## src/rtl/axi_slave.sv

```systemverilog
// ---------------------------------------------------------------------------
// axi_slave
//   Single-beat AXI-lite style slave that forwards each accepted transaction
//   to a simple valid/ready memory port. Only one transaction is ever in
//   flight; a write (AW + W, in any order) always beats a pending read.
//
// Ports
//   clock, reset            rising-edge clock, synchronous active-low reset
//   s_axi_aw*/w*/b*         write address / data / response channels
//   s_axi_ar*/r*            read address / data channels (arprot[2] = fetch)
//   mem_valid               one-cycle request pulse to memory
//   mem_instr               request is an instruction fetch
//   mem_addr/wdata/wstrb    request fields, held until mem_ready
//   mem_rdata, mem_ready    memory completion (ready is a one-cycle pulse)
// ---------------------------------------------------------------------------
module axi_slave (
   input  logic        clock,
   input  logic        reset,
   input  logic [31:0] s_axi_awaddr,
   input  logic        s_axi_awvalid,
   output logic        s_axi_awready,
   input  logic [31:0] s_axi_wdata,
   input  logic [3:0]  s_axi_wstrb,
   input  logic        s_axi_wvalid,
   output logic        s_axi_wready,
   output logic [1:0]  s_axi_bresp,
   output logic        s_axi_bvalid,
   input  logic        s_axi_bready,
   input  logic [31:0] s_axi_araddr,
   input  logic [2:0]  s_axi_arprot,
   input  logic        s_axi_arvalid,
   output logic        s_axi_arready,
   output logic [31:0] s_axi_rdata,
   output logic [1:0]  s_axi_rresp,
   output logic        s_axi_rlast,
   output logic        s_axi_rvalid,
   input  logic        s_axi_rready,
   output logic        mem_valid,
   output logic        mem_instr,
   output logic [31:0] mem_addr,
   output logic [31:0] mem_wdata,
   output logic [3:0]  mem_wstrb,
   input  logic [31:0] mem_rdata,
   input  logic        mem_ready
);

   typedef enum logic [2:0] {
      S_IDLE,
      S_WRITE,
      S_READ,
      S_BRESP,
      S_RRESP
   } state_t;

   state_t      r_state;
   state_t      w_next;

   logic        r_aw_held;
   logic        r_w_held;
   logic        r_mem_valid;
   logic        r_instr;
   logic        r_bvalid;
   logic        r_rvalid;
   logic [31:0] r_addr;
   logic [31:0] r_wdata;
   logic [31:0] r_rdata;
   logic [3:0]  r_wstrb;

   logic        w_awready;
   logic        w_wready;
   logic        w_arready;
   logic        w_aw_hs;
   logic        w_w_hs;
   logic        w_ar_hs;

   // Address LSBs are dropped (word-aligned requests) and only the fetch
   // bit of arprot is meaningful here.
   logic        w_unused;
   assign w_unused = ^{s_axi_awaddr[1:0], s_axi_araddr[1:0], s_axi_arprot[1:0]};

   // State register
   always_ff @(posedge clock) begin
      if (!reset) r_state <= S_IDLE;
      else        r_state <= w_next;
   end

   // Next state and channel readies
   always_comb begin
      w_next    = r_state;
      w_awready = 1'b0;
      w_wready  = 1'b0;
      w_arready = 1'b0;
      w_aw_hs   = 1'b0;
      w_w_hs    = 1'b0;
      w_ar_hs   = 1'b0;
      case (r_state)
         S_IDLE: begin
            w_awready = ~r_aw_held;
            w_wready  = ~r_w_held;
            // Any sign of a write (held or presented) blocks the read.
            w_arready = ~r_aw_held & ~r_w_held & ~s_axi_awvalid & ~s_axi_wvalid;
            w_aw_hs   = s_axi_awvalid & w_awready;
            w_w_hs    = s_axi_wvalid  & w_wready;
            w_ar_hs   = s_axi_arvalid & w_arready;
            if ((r_aw_held | w_aw_hs) & (r_w_held | w_w_hs)) w_next = S_WRITE;
            else if (w_ar_hs)                                w_next = S_READ;
         end
         S_WRITE: if (mem_ready)    w_next = S_BRESP;
         S_READ:  if (mem_ready)    w_next = S_RRESP;
         S_BRESP: if (s_axi_bready) w_next = S_IDLE;
         S_RRESP: if (s_axi_rready) w_next = S_IDLE;
         default:                   w_next = S_IDLE;
      endcase
   end

   // Datapath: request fields are only written in IDLE, so they stay
   // stable for the whole memory access.
   always_ff @(posedge clock) begin
      if (!reset) begin
         r_aw_held   <= 1'b0;
         r_w_held    <= 1'b0;
         r_mem_valid <= 1'b0;
         r_instr     <= 1'b0;
         r_bvalid    <= 1'b0;
         r_rvalid    <= 1'b0;
         r_addr      <= '0;
         r_wdata     <= '0;
         r_rdata     <= '0;
         r_wstrb     <= '0;
      end else begin
         r_mem_valid <= 1'b0;
         case (r_state)
            S_IDLE: begin
               if (w_aw_hs) begin
                  r_addr    <= {s_axi_awaddr[31:2], 2'b00};
                  r_aw_held <= 1'b1;
               end
               if (w_w_hs) begin
                  r_wdata  <= s_axi_wdata;
                  r_wstrb  <= s_axi_wstrb;
                  r_w_held <= 1'b1;
               end
               if (w_next == S_WRITE) begin
                  r_mem_valid <= 1'b1;
                  r_instr     <= 1'b0;
               end
               if (w_ar_hs) begin
                  r_addr      <= {s_axi_araddr[31:2], 2'b00};
                  r_wstrb     <= 4'b0000;
                  r_instr     <= s_axi_arprot[2];
                  r_mem_valid <= 1'b1;
               end
            end
            S_WRITE: if (mem_ready) r_bvalid <= 1'b1;
            S_READ: begin
               if (mem_ready) begin
                  r_rvalid <= 1'b1;
                  r_rdata  <= mem_rdata;
               end
            end
            S_BRESP: begin
               if (s_axi_bready) begin
                  r_bvalid  <= 1'b0;
                  r_aw_held <= 1'b0;
                  r_w_held  <= 1'b0;
               end
            end
            S_RRESP: if (s_axi_rready) r_rvalid <= 1'b0;
            default: ;
         endcase
      end
   end

   // Outputs are forced low for as long as reset is asserted, not only
   // after the first clock edge inside reset.
   assign s_axi_awready = reset & w_awready;
   assign s_axi_wready  = reset & w_wready;
   assign s_axi_arready = reset & w_arready;
   assign s_axi_bresp   = 2'b00;
   assign s_axi_bvalid  = reset & r_bvalid;
   assign s_axi_rresp   = 2'b00;
   assign s_axi_rvalid  = reset & r_rvalid;
   assign s_axi_rlast   = reset & r_rvalid;
   assign s_axi_rdata   = reset ? r_rdata : 32'h0;
   assign mem_valid     = reset & r_mem_valid;
   assign mem_instr     = reset & r_instr;
   assign mem_addr      = reset ? r_addr  : 32'h0;
   assign mem_wdata     = reset ? r_wdata : 32'h0;
   assign mem_wstrb     = reset ? r_wstrb : 4'h0;

endmodule

```

## config.mk

```make
export PLATFORM = sky130hd
export DESIGN_NAME = axi_slave
export DESIGN_NICKNAME = d
export VERILOG_FILES = /design/src/rtl/axi_slave.sv
export SDC_FILE = /design/constraint.sdc
export NUM_CORES = 1
export LEC_CHECK = 0
export BUFFER_PORTS_ARGS = -buffer_cell sky130_fd_sc_hd__buf_4
export CORE_ASPECT_RATIO = 1.2
export CORE_UTILIZATION = 45
export CTS_BUF_LIST = sky130_fd_sc_hd__clkbuf_4 sky130_fd_sc_hd__clkbuf_8 sky130_fd_sc_hd__clkbuf_16
export CTS_CLUSTER_DIAMETER = 40
export CTS_CLUSTER_SIZE = 12
export DETAILED_ROUTE_END_ITERATION = 8
export GPL_ROUTABILITY_DRIVEN = 0
export HOLD_SLACK_MARGIN = 0.06
export PLACE_DENSITY_LB_ADDON = 0.25
export SYNTH_ARGS = -nofsm -noshare
export SYNTH_HDL_FRONTEND = slang
export SYNTH_SLANG_ARGS = --single-unit
```

## constraint.sdc

```tcl
create_clock -name clock -period 1.9 [get_ports clock]
set_input_delay 0 -clock clock [delete_from_list [all_inputs] [get_ports clock]]
set_output_delay 0 -clock clock [all_outputs]
set_load 0.01 [all_outputs]
```

==> qor.log <==
[worst_setup_path] Worst Reg2Reg Path Length in Cells 6
[timing] share of the cycle needed by the critical path after routing 0.960
[clock_tree] CTS Buf Count 9
[cells_and_area] Syn-to-layout area delta 72.0%
[timing] Fmax 548 MHz
[worst_setup_path] signal arrival time at the worst endpoint 2090 ps
[clock_tree] clock latency on the worst-skew pair 350 ps
[outcome] result of the run complete, no violations
[synth] most numerous cell types in the synthesized netlist sky130_fd_sc_hd__nand2_1 (167), sky130_fd_sc_hd__dfxtp_1 (107), sky130_fd_sc_hd__and2_1 (71)
[drt] vias per std cell 5.10
[pwr] leakage component of the power 4.03 nW
[timing] Final Setup Violations 0
[placement] worst setup slack after placement 149 ps
[clock_tree] clock root cell sky130_fd_sc_hd__clkbuf_16
[worst_setup_path] worst r2r dst r_wdata[31]
[die] Initial Util 0.463
[synth] register bit total from synthesis 107
[timing] number of hold-slack violations in the final timing report 0
[synth] post-synthesis cell type count 39
[synth] number of enable flip-flop cells after synthesis 0
[synth] synthesized area per cell 7.58 sq um
[clock_tree] Bufs on Longest Clock Path 2
[drt] post-route ant nets 0
[timing] shortest clock period the worst path allows after layout 1820 ps
[worst_setup_path] top fanout value on the critical path 32
[synth] share of the yosys chip area belonging to registers 0.440
[global_route] GRT Overall Usage 0.304
[synth] most used flip-flop cell after synthesis sky130_fd_sc_hd__dfxtp_1
[pwr] power share of the combinational group 0.268
[timing] Final Max Tran Viols 0
[worst_hold_path] worst hold-check path type in -> reg
[pwr] Internal 4.42 mW
[clock_tree] clock sink count 107
[pwr] fraction of power spent switching nets 0.293
[placement] PortBufs 242
[synth] proportion of netlist area held by the largest area contributor 0.440
[die] number of core rows 41
[worst_setup_path] startpoint-to-endpoint class of the critical path reg -> reg
[worst_setup_path] Critical Path Start r_state[2]
[run] count of max-cap constraint violations 0
[pwr] net load switching power 1.83 mW
[global_route] global-route wire length before repair 27200 um
[worst_setup_path] worst endpoint required time 2170 ps
[synth] cell accounting for the most synthesized area sky130_fd_sc_hd__dfxtp_1
[timing] worst-margin pin slew 558 ps
[synth] Cells after Synth 642
[drt] Wirelength per Cell 15.4 um
[timing] Final TNS setup 0 ps
[global_route] via count of the first global-routing pass 5667
[die] die width 96.9 um
[global_route] total congestion overflow after global routing 0
[clock_tree] clock input transition at the sequential cells of the worst setup and hold paths 70 ps
[clock_tree] TritonCTS clock tree built
[pwr] Total Power 6.24 mW
[pwr] Worst IR Drop VDD 0.543 mV
[placement] detailed placer's ending HPWL 9090 um
[cells_and_area] ratio of cells with drive above 1 in the final layout 0.292
[die] IO Count 255
[worst_setup_path] CP Launch Type flip-flop
[drt] DRC Markers 0
[pwr] fraction of power consumed by sequential logic 0.426
[cells_and_area] nets 1135
[drt] vias after detailed routing 5747
[synth] Yosys warnings 0
[cells_and_area] final antenna diode count 0
[synth] most numerous cell in the Yosys netlist sky130_fd_sc_hd__nand2_1
[drt] Starting DRT DRC Count 267
[drt] number of optimization iterations in the first detailed-route pass 5
[global_route] initial antenna violation count 0
[worst_setup_path] Worst R2R Setup Slack 80 ps
[die] core area 10500 sq um
[worst_setup_path] source of the worst register-to-register timing path r_state[2]
[cells_and_area] filler-free cell count of the finished design 1126
[synth] netlist area before placement 4870 sq um
[worst_setup_path] Critical Path Sink Type flip-flop
[synth] share of synthesized registers carrying an async set or reset 0
[drt] Total Wirelength 17400 um
[global_route] largest net degree at the start of global routing 176
[synth] main area contributors after synthesis sky130_fd_sc_hd__dfxtp_1 (44%), sky130_fd_sc_hd__nand2_1 (13%), sky130_fd_sc_hd__and2_1 (9.1%)
[worst_setup_path] Worst setup endpoint r_wdata[31]
[placement] # placed instances 977
[timing] post-route setup slack 76.5 ps
[clock_tree] maximum level of the CTS H-tree 3
[die] Die ar. 11200 sq um
[die] Chip Height 116 um
[timing] normalized max-slew margin 0.628
[pwr] share of power burned in the clock network 0.306
[timing] worst clock skew on the final layout 8.13 ps
[pwr] power density over cell area 746 nW/um^2
[timing] setup repair after global routing missed its margin false
[logic make-up after synthesis]
logic type / Yosys count / synth area share
simple gates: 300 / 0.288
compound gates: 144 / 0.180
flops: 107 / 0.440
buf+inv: 90 / 0.0905
other cells: 1 / 0.000770
[worst min-delay path by stage]
stage                                from            end  slack (ps)  cells after the start
after global placement    s_axi_wdata[16]    r_wdata[16]         230                      3
after floorplan              s_axi_wvalid  s_axi_arready          50                      1
final                        s_axi_bready       r_bvalid          90                      5
after CTS                    s_axi_bready       r_bvalid          80                      5
after global routing         s_axi_bready       r_bvalid         120                      5
after detailed placement  s_axi_wdata[26]    r_wdata[26]         240                      3
[metrics by stage]
stage | instance area, sq um | util | hold slack, ps
2_1_floorplan | 4890 | - | 53.0
3_3_place_gp | 6710 | 0.638 | 234
3_5_place_dp | 6710 | 0.638 | 244
4_1_cts | 8340 | 0.793 | 83.2
5_1_grt | 8370 | 0.796 | 124
6_report | 8370 | 0.796 | 93.4
[worst max-delay path: stages, from the launching register on]
cell and delay (ps):
sky130_fd_sc_hd__dfxtp_1 320, sky130_fd_sc_hd__buf_4 170, sky130_fd_sc_hd__or4b_4 590, sky130_fd_sc_hd__nor2_4 130, sky130_fd_sc_hd__nand2_2 50, sky130_fd_sc_hd__buf_4 230
sky130_fd_sc_hd__a21oi_1 230
[routing by layer]
metal / vias to the layer above / track usage / wire (um)
met5: - / 0 / 0
met4: 0 / 0.175 / 691
met3: 60 / 0.0736 / 1330
met2: 299 / 0.553 / 9080
met1: 2644 / 0.323 / 6270
li1: 2744 / - / -
[cell type report]
cell class | count | area (sq um)
clock inverter | 7 | 76.3
sequential | 107 | 2140
tap | 129 | 161
inverter | 34 | 128
multi-input combinational | 450 | 2340
fill | 611 | 2140
timing repair buffer | 390 | 3300
clock buffer | 9 | 225
[placed cells by master, fill, tap and decap left out, drive strengths merged, types with 2 or more instances in the layout]
| master | n |
|---|---|
| a21boi | 36 |
| a21oi | 36 |
| a31oi | 31 |
| and2 | 71 |
| and3 | 2 |
| buf | 257 |
| clkbuf | 9 |
| clkinv | 3 |
| clkinvlp | 2 |
| conb | 6 |
| dfxtp | 107 |
| dlygate4sd3 | 133 |
| inv | 35 |
| nand2 | 168 |
| nand3 | 5 |
| nor2 | 40 |
| nor2b | 2 |
| nor3 | 2 |
| nor3b | 2 |
| o21ai | 34 |
| or4b | 2 |
[flip-flops by register name (all words and copies together), names as in the netlist]
register and flops:
r_addr 30, r_aw_held 1, r_bvalid 1, r_instr 1, r_mem_valid 1, r_rdata 32, r_rvalid 1, r_state 3
r_w_held 1, r_wdata 32, r_wstrb 4
[power by group through the flow]
stage          combinational [mW]  sequential (mW)  clock (mW)
4_1_cts                      1.58             2.63        1.92
6_report                     1.67             2.66        1.91
3_5_place_dp                 1.36             2.68           0
5_1_grt                      1.81             2.68        2.04
3_3_place_gp                 1.32             2.67           0
2_1_floorplan               0.791             2.65           0
[what timing repair did]
item / CTS / global route
hold buffers: 133 / 0
hold endpoints to repair: 104 / 0
endpoints found under the setup margin: 0 / 8
buffers inserted: 0 / 0
gates resized for setup: 0 / 6
Note: power is estimated with default switching activity, not from simulation.
